## config.mk

```make
export PLATFORM = sky130hd
export DESIGN_NAME = cpu_sequencer
export DESIGN_NICKNAME = d
export VERILOG_FILES = /design/src/rtl/gb80_pkg.sv /design/src/rtl/gb80_tcounter.sv /design/src/rtl/cpu_sequencer.sv
export SDC_FILE = /design/constraint.sdc
export NUM_CORES = 1
export LEC_CHECK = 0
export BUFFER_PORTS_ARGS = -buffer_cell sky130_fd_sc_hd__clkbuf_2
export CORE_MARGIN = 2
export CORE_UTILIZATION = 52
export DETAILED_ROUTE_END_ITERATION = 12
export PLACE_DENSITY = 0.87
export SKIP_CTS_REPAIR_TIMING = 1
export SLEW_MARGIN = 20
export SYNTH_ARGS = -nofsm -noshare
export SYNTH_HDL_FRONTEND = slang
export SYNTH_HIERARCHICAL = 1
export SYNTH_SLANG_ARGS = --single-unit
```

## constraint.sdc

```tcl
create_clock -name clk -period 2.78 [get_ports clk]
set_input_delay 0.417 -clock clk [delete_from_list [all_inputs] [get_ports clk]]
set_output_delay 0.417 -clock clk [all_outputs]
set_load 0.05 [all_outputs]
```

## src/rtl/gb80_pkg.sv

```systemverilog
// Shared definitions for the gb80 CPU sequencer: state encoding, T-state
// constants, default instruction/dispatch lengths and the effective-length helper.
package gb80_pkg;

  localparam int unsigned T_W = 2;
  localparam int unsigned M_W = 3;

  localparam int unsigned MAX_MCYC_DEF = 6;
  localparam int unsigned INT_MCYC_DEF = 5;

  localparam logic [T_W-1:0] T_1 = 2'd0;
  localparam logic [T_W-1:0] T_2 = 2'd1;
  localparam logic [T_W-1:0] T_3 = 2'd2;
  localparam logic [T_W-1:0] T_4 = 2'd3;

  typedef enum logic [2:0] {
    ST_FETCH        = 3'd0,
    ST_EXEC         = 3'd1,
    ST_CB_FETCH     = 3'd2,
    ST_INT_DISPATCH = 3'd3,
    ST_HALT         = 3'd4,
    ST_STOP         = 3'd5
  } seq_state_e;

  // Clamp the decoder's M-cycle count into 1..max_len.
  function automatic logic [M_W-1:0] eff_len(input logic [M_W-1:0] n,
                                             input int unsigned  max_len);
    logic [M_W-1:0] len;
    if (n == '0) begin
      len = M_W'(1);
    end else if (32'(n) > max_len) begin
      len = M_W'(max_len);
    end else begin
      len = n;
    end
    return len;
  endfunction

endpackage

```

## src/rtl/gb80_tcounter.sv

```systemverilog
// Mod-4 T-state counter.
// Ports:
//   clk, rst_n  clock, async active-low reset
//   ce          advance enable (T-state increments when high)
//   t_state     current T-state, T1..T4 encoded 0..3
//   boundary_c  high on an enabled tick at T4 (end of the M-cycle)
module gb80_tcounter
  import gb80_pkg::*;
(
  input  logic           clk,
  input  logic           rst_n,
  input  logic           ce,
  output logic [T_W-1:0] t_state,
  output logic           boundary_c
);

  // T-state register, wraps T4 -> T1
  always_ff @(posedge clk or negedge rst_n) begin
    if (!rst_n) begin
      t_state <= T_1;
    end else if (ce) begin
      t_state <= t_state + T_W'(1);
    end
  end

  assign boundary_c = ce && (t_state == T_4);

endmodule

```

## src/rtl/cpu_sequencer.sv

```systemverilog
// gb80 CPU sequencer: tracks T-states and M-cycles, sequences opcode fetch,
// execute, CB-prefixed fetch, interrupt dispatch, HALT and STOP.
// Ports:
//   clk, rst_n        clock, async active-low reset
//   ce                T-state advance enable
//   dec_mcycles       instruction length in M-cycles from the decoder
//   dec_cb_prefix     fetched opcode is 0xCB
//   dec_halt/dec_stop fetched opcode is HALT / STOP
//   cond_fail         branch condition false, end instruction now
//   int_pending, ime  interrupt request and master enable
//   wake              joypad wake from STOP
//   t_state, m_cycle  current T-state and M-cycle index
//   fetch, ir_load    opcode-fetch M-cycle flag, IR load pulse
//   cb_mode           instruction is CB-prefixed
//   int_ack           interrupt acknowledge pulse
//   halted, stopped   in HALT / STOP
module cpu_sequencer
  import gb80_pkg::*;
#(
  parameter int unsigned MAX_MCYC = MAX_MCYC_DEF,
  parameter int unsigned INT_MCYC = INT_MCYC_DEF
) (
  input  logic           clk,
  input  logic           rst_n,
  input  logic           ce,
  input  logic [M_W-1:0] dec_mcycles,
  input  logic           dec_cb_prefix,
  input  logic           dec_halt,
  input  logic           dec_stop,
  input  logic           cond_fail,
  input  logic           int_pending,
  input  logic           ime,
  input  logic           wake,
  output logic [T_W-1:0] t_state,
  output logic [M_W-1:0] m_cycle,
  output logic           fetch,
  output logic           ir_load,
  output logic           cb_mode,
  output logic           int_ack,
  output logic           halted,
  output logic           stopped
);

  seq_state_e     state_q, state_d;
  logic [M_W-1:0] m_q, m_d;
  logic           cb_q, cb_d;
  logic           ir_load_q, ir_load_d;
  logic           int_ack_q, int_ack_d;
  logic           fetch_q, halted_q, stopped_q;
  logic           tick_en_c;
  logic           boundary_c;
  logic           instr_end_c;
  logic [M_W-1:0] len_c;

  // T-state is frozen while stopped
  assign tick_en_c = ce && (state_q != ST_STOP);

  gb80_tcounter u_tcounter (
    .clk        (clk),
    .rst_n      (rst_n),
    .ce         (tick_en_c),
    .t_state    (t_state),
    .boundary_c (boundary_c)
  );

  // State and registered outputs
  always_ff @(posedge clk or negedge rst_n) begin
    if (!rst_n) begin
      state_q   <= ST_FETCH;
      m_q       <= '0;
      cb_q      <= 1'b0;
      ir_load_q <= 1'b0;
      int_ack_q <= 1'b0;
      fetch_q   <= 1'b1;
      halted_q  <= 1'b0;
      stopped_q <= 1'b0;
    end else begin
      state_q   <= state_d;
      m_q       <= m_d;
      cb_q      <= cb_d;
      ir_load_q <= ir_load_d;
      int_ack_q <= int_ack_d;
      fetch_q   <= (state_d == ST_FETCH) || (state_d == ST_CB_FETCH);
      halted_q  <= (state_d == ST_HALT);
      stopped_q <= (state_d == ST_STOP);
    end
  end

  // Next-state logic; decoder and interrupt inputs only matter at M-boundaries
  always_comb begin
    state_d     = state_q;
    m_d         = m_q;
    cb_d        = cb_q;
    ir_load_d   = 1'b0;
    int_ack_d   = 1'b0;
    instr_end_c = 1'b0;
    len_c       = eff_len(dec_mcycles, MAX_MCYC);

    if (boundary_c) begin
      case (state_q)
        ST_FETCH: begin
          ir_load_d = 1'b1;
          if (dec_stop) begin
            state_d = ST_STOP;
            m_d     = '0;
          end else if (dec_halt) begin
            state_d = ST_HALT;
            m_d     = '0;
          end else if (dec_cb_prefix) begin
            state_d = ST_CB_FETCH;
            m_d     = M_W'(1);
            cb_d    = 1'b1;
          end else if (len_c == M_W'(1)) begin
            instr_end_c = 1'b1;
          end else begin
            state_d = ST_EXEC;
            m_d     = M_W'(1);
          end
        end
        ST_EXEC, ST_CB_FETCH: begin
          ir_load_d = (state_q == ST_CB_FETCH);
          // >= covers a CB opcode whose decoded length is shorter than the prefix
          if ((m_q >= len_c - M_W'(1)) || cond_fail) begin
            instr_end_c = 1'b1;
          end else begin
            state_d = ST_EXEC;
            m_d     = m_q + M_W'(1);
          end
        end
        ST_INT_DISPATCH: begin
          int_ack_d = (m_q == M_W'(2));
          if (m_q == M_W'(INT_MCYC - 1)) begin
            state_d = ST_FETCH;
            m_d     = '0;
          end else begin
            m_d = m_q + M_W'(1);
          end
        end
        ST_HALT: begin
          if (int_pending) begin
            state_d = ime ? ST_INT_DISPATCH : ST_FETCH;
            m_d     = '0;
          end
        end
        default: begin
        end
      endcase

      if (instr_end_c) begin
        state_d = (int_pending && ime) ? ST_INT_DISPATCH : ST_FETCH;
        m_d     = '0;
        cb_d    = 1'b0;
      end
    end

    // STOP never sees a boundary; wake is checked on every enabled tick
    if ((state_q == ST_STOP) && ce && wake) begin
      state_d = ST_FETCH;
      m_d     = '0;
    end
  end

  assign m_cycle = m_q;
  assign fetch   = fetch_q;
  assign ir_load = ir_load_q;
  assign cb_mode = cb_q;
  assign int_ack = int_ack_q;
  assign halted  = halted_q;
  assign stopped = stopped_q;

endmodule

```

==> flow_metrics.env <==
export IMPL_rsz0062_at_grt="no"
export IMPL_p_comb_share_pct=56.2
export IMPL_synthAdderAreaFrac_pct=11.49
export IMPL_maxCapViolCount=0
export IMPL_critPathCaptureType="register"
export IMPL_clock_path_buffers=2
export IMPL_io_buffers=23
export IMPL_netSwitchingPower_w=0.0005920
export IMPL_hp_class="in -> async"
export IMPL_clk_pin_slew_ps=90
export IMPL_antenna_found_initial=0
export IMPL_coreArea_sq_um=1745
export IMPL_cts_buffers=3
export IMPL_crit_chain="nor2b_2 -> a21boi_0 -> and2_2 -> nor2b_1 -> nand3_1 -> o22ai_1 -> o21ai_2 -> a31oi_1"
export IMPL_avgSynthCellArea_sq_um=9.512
export IMPL_die_h_microns=47.41
export IMPL_p_sw_share_pct=50.13
export IMPL_slowest_stage="dfrtp_1"
export IMPL_fmax_mhz=398.5
export IMPL_vdd_drop_max_v=0.0006046
export IMPL_gp_congestion=0.8773
export IMPL_worstPathMaxFanout=11
export IMPL_h_tree_depth=1
export IMPL_yosys_warnings=6
export IMPL_hpwl_microns=1763
export IMPL_relSlewSlack_pct=69.39
export IMPL_first_global_vias=808
export IMPL_internal_power_w=0.0005890
export IMPL_track_usage_pct=23.55
export IMPL_synth_top_family_by_area="simple AND/OR/NAND/NOR gates"
export IMPL_seqPwrFrac_pct=31.0
export IMPL_tightest_slew_ps=455.1
export IMPL_pre_cts_slack_ps=109.3
export IMPL_fillers=145
export IMPL_drive_gt1_share_pct=30.23
export IMPL_regArea_sq_um=351.6
export IMPL_grt_pass1_wl_microns=3601
export IMPL_status="complete, no violations"
export IMPL_synth_cell_types=40
export IMPL_nets=152
export IMPL_crit_family="compound AO/OA/AOI/OAI gates"
export IMPL_synthCells=103
export IMPL_yosysSeqAreaShare_pct=35.89
export IMPL_clockPowerShare_pct=12.8
export IMPL_ant_nets=0
export IMPL_placed_cell_area_sq_um=1119
export IMPL_dr_pass1_iters=4
export IMPL_period_share_pct=90.26
export IMPL_n_antenna_cell=0
export IMPL_drt_total_wl_microns=2225
export IMPL_multiInputGateArea_sq_um=583.1
export IMPL_synth_mux_area_share_pct=1.533
export IMPL_initial_core_util_pct=56.13
export IMPL_cts_tree="yes"
export IMPL_clock_sink_count=14
export IMPL_synth_simple_area_share_pct=26.69
export IMPL_ys_ff_latch=14
export IMPL_drc=0
export IMPL_wl_per_cell_microns=14.45
export IMPL_finalCriticalPeriod_ps=2509
export IMPL_synth_top_area_share_pct=33.21
export IMPL_syn_area_sq_um=979.7
export IMPL_grt_max_degree=15
export IMPL_via_per_inst=5.656
export IMPL_critical_path_class="reg -> reg"
export IMPL_finalHoldViolCount=0
export IMPL_cts_root_buffer="clkbuf_4"
export IMPL_insertion_delay_ps=290
export IMPL_setup_ws_ps=270.8
export IMPL_synth_largest_area_cell="dfrtp_1"
export IMPL_synth_top_cells_by_area="dfrtp_1, ha_1, nand2_1"
export IMPL_finalSetupTns_ps=0
export IMPL_synth_xor_area_share_pct=1.788
export IMPL_clock_skew_ps=4.119
export IMPL_crit_required_ps=2990
export IMPL_setup_viol=0
export IMPL_design_area_sq_um=1155
export IMPL_die_w_microns=47.41
export IMPL_vias=871
export IMPL_max_stage_delay_ps=540
export IMPL_hold_ws_ps=9.900
export IMPL_first_iter_violations=31
export IMPL_areaGrowthSynthToFinish_pct=17.88
export IMPL_io_pins=24
export IMPL_die_area_sq_um=2247
export IMPL_startpoint_type="register"
export IMPL_arrival_ps=2720
export IMPL_num_rows=15
export IMPL_syn_num_nets=125
export IMPL_cp_buffers_inverters=0
export IMPL_final_max_slew_viol_count=0
export IMPL_synth_compound_area_share_pct=18.01
export IMPL_grt_ovfl_total=0
export IMPL_p_per_area_nw_per_um2=1023
export IMPL_p_leak_nw=0.5375
[path summary, 6_finish.rpt]
| kind | from | cells after the start | slack (ps) | end |
|---|---|---|---|---|
| worst max-delay path | state_q[1]$_DFF_PN0_ | 8 | 270 | fetch$_DFF_PN1_ |
| worst min-delay path | rst_n | 1 | 10 | m_cycle[1]$_DFFE_PN0P_ |
| worst max register to register | state_q[1]$_DFF_PN0_ | 8 | 270 | fetch$_DFF_PN1_ |
| worst min register to register | u_tcounter/t_state[0]$_DFFE_PN0P_ | 1 | 520 | u_tcounter/t_state[0]$_DFFE_PN0P_ |
| max in group asynchronous | rst_n | 1 | 2470 | fetch$_DFF_PN1_ |
| min in group clk | dec_cb_prefix | 3 | 470 | cb_mode$_DFFE_PN0P_ |
[cell usage after synthesis (all sizes together)]
| cell type | number |
|---|---|
| a221o | 1 |
| nand4bb | 1 |
| xor2 | 1 |
| and2b | 1 |
| nand2 | 9 |
| nor3b | 3 |
| and2 | 4 |
| a21boi | 4 |
| nor2 | 6 |
| dfstp | 1 |
| o31a | 1 |
| o32ai | 1 |
| inv | 6 |
| nand3b | 2 |
| a211oi | 1 |
| mux2 | 1 |
| or3b | 2 |
| or4 | 1 |
| a21oi | 5 |
| and4b | 1 |
| nand3 | 2 |
| nand4 | 2 |
| o21ai | 5 |
| o2111ai | 1 |
| o22ai | 2 |
| o221ai | 1 |
| buf | 3 |
| xnor2 | 1 |
| nor2b | 6 |
| and3 | 1 |
| o21a | 1 |
| dfrtp | 13 |
| nand2b | 2 |
| a31oi | 2 |
| ha | 9 |
[through the flow]
stage | instances | power, W | util (%)
after global placement | 150 | 0.0009957 | 64.09
after detailed placement | 150 | 0.001026 | 64.09
after CTS | 154 | 0.001182 | 66.16
final | 154 | 0.001181 | 66.16
after floorplan | 103 | 0.0008680 | -
after global routing | 154 | 0.001267 | 66.16
[layout by cell type (no fill, tap or decap), types with 2 or more instances in the layout]
cell type | Yosys | final
a21oi_1 | 5 | 5
clkbuf_2 | 0 | 23
and2_2 | 2 | 2
nor2b_1 | 5 | 5
o21ai_0 | 3 | 3
ha_1 | 9 | 9
o22ai_1 | 2 | 2
nand2b_1 | 2 | 2
nand3_1 | 2 | 2
dfrtp_1 | 13 | 13
nand4_1 | 2 | 2
nand3b_1 | 2 | 2
clkbuf_4 | 0 | 3
and2_1 | 2 | 2
inv_1 | 6 | 6
a21boi_0 | 4 | 4
nor2_1 | 6 | 6
nand2_1 | 9 | 9
buf_4 | 3 | 2
a31oi_1 | 2 | 2
nor3b_1 | 3 | 3
[registers in the layout, indices dropped and copies added, names as in the netlist]
| register | flops |
|---|---|
| stopped | 1 |
| fetch | 1 |
| state_q | 3 |
| m_cycle | 3 |
| u_tcounter/t_state | 2 |
| int_ack | 1 |
| halted | 1 |
| ir_load | 1 |
| cb_mode | 1 |
[power by group through the flow]
stage	Sequential, W	Combinational (W)	Clock (W)
3_5_place_dp	0.000369	0.000657	0
2_1_floorplan	0.000497	0.000371	0
3_3_place_gp	0.000362	0.000634	0
5_1_grt	0.000378	0.000720	0.000169
4_1_cts	0.000366	0.000662	0.000155
6_report	0.000367	0.000663	0.000151
[logic make-up after synthesis]
logic type	after synthesis
buffers and inverters	9
adder cells (fa/ha/maj)	9
multiplexers	1
AND/OR/NAND/NOR	43
XOR/XNOR	2
AO/OA/AOI/OAI	25
flip-flops	14
[final cells by class]
type / instances / share of cell area (%)
Multi-Input combinational cell: 80 / 50.49
Timing Repair Buffer: 25 / 11.27
Sequential cell: 14 / 30.44
Clock buffer: 4 / 3.142
Inverter: 6 / 1.950
Tap cell: 25 / 2.709
[per-layer routing]
metal | vias to the layer above | wire length [microns] | GRT usage, %
met3 | 5 | 128 | 2.308
li1 | 424 | - | -
met4 | 0 | 46 | 11.67
met5 | - | 0 | 0
met1 | 407 | 883 | 30.14
met2 | 35 | 1166 | 39.19
Note: power is estimated with default switching activity, not from simulation.
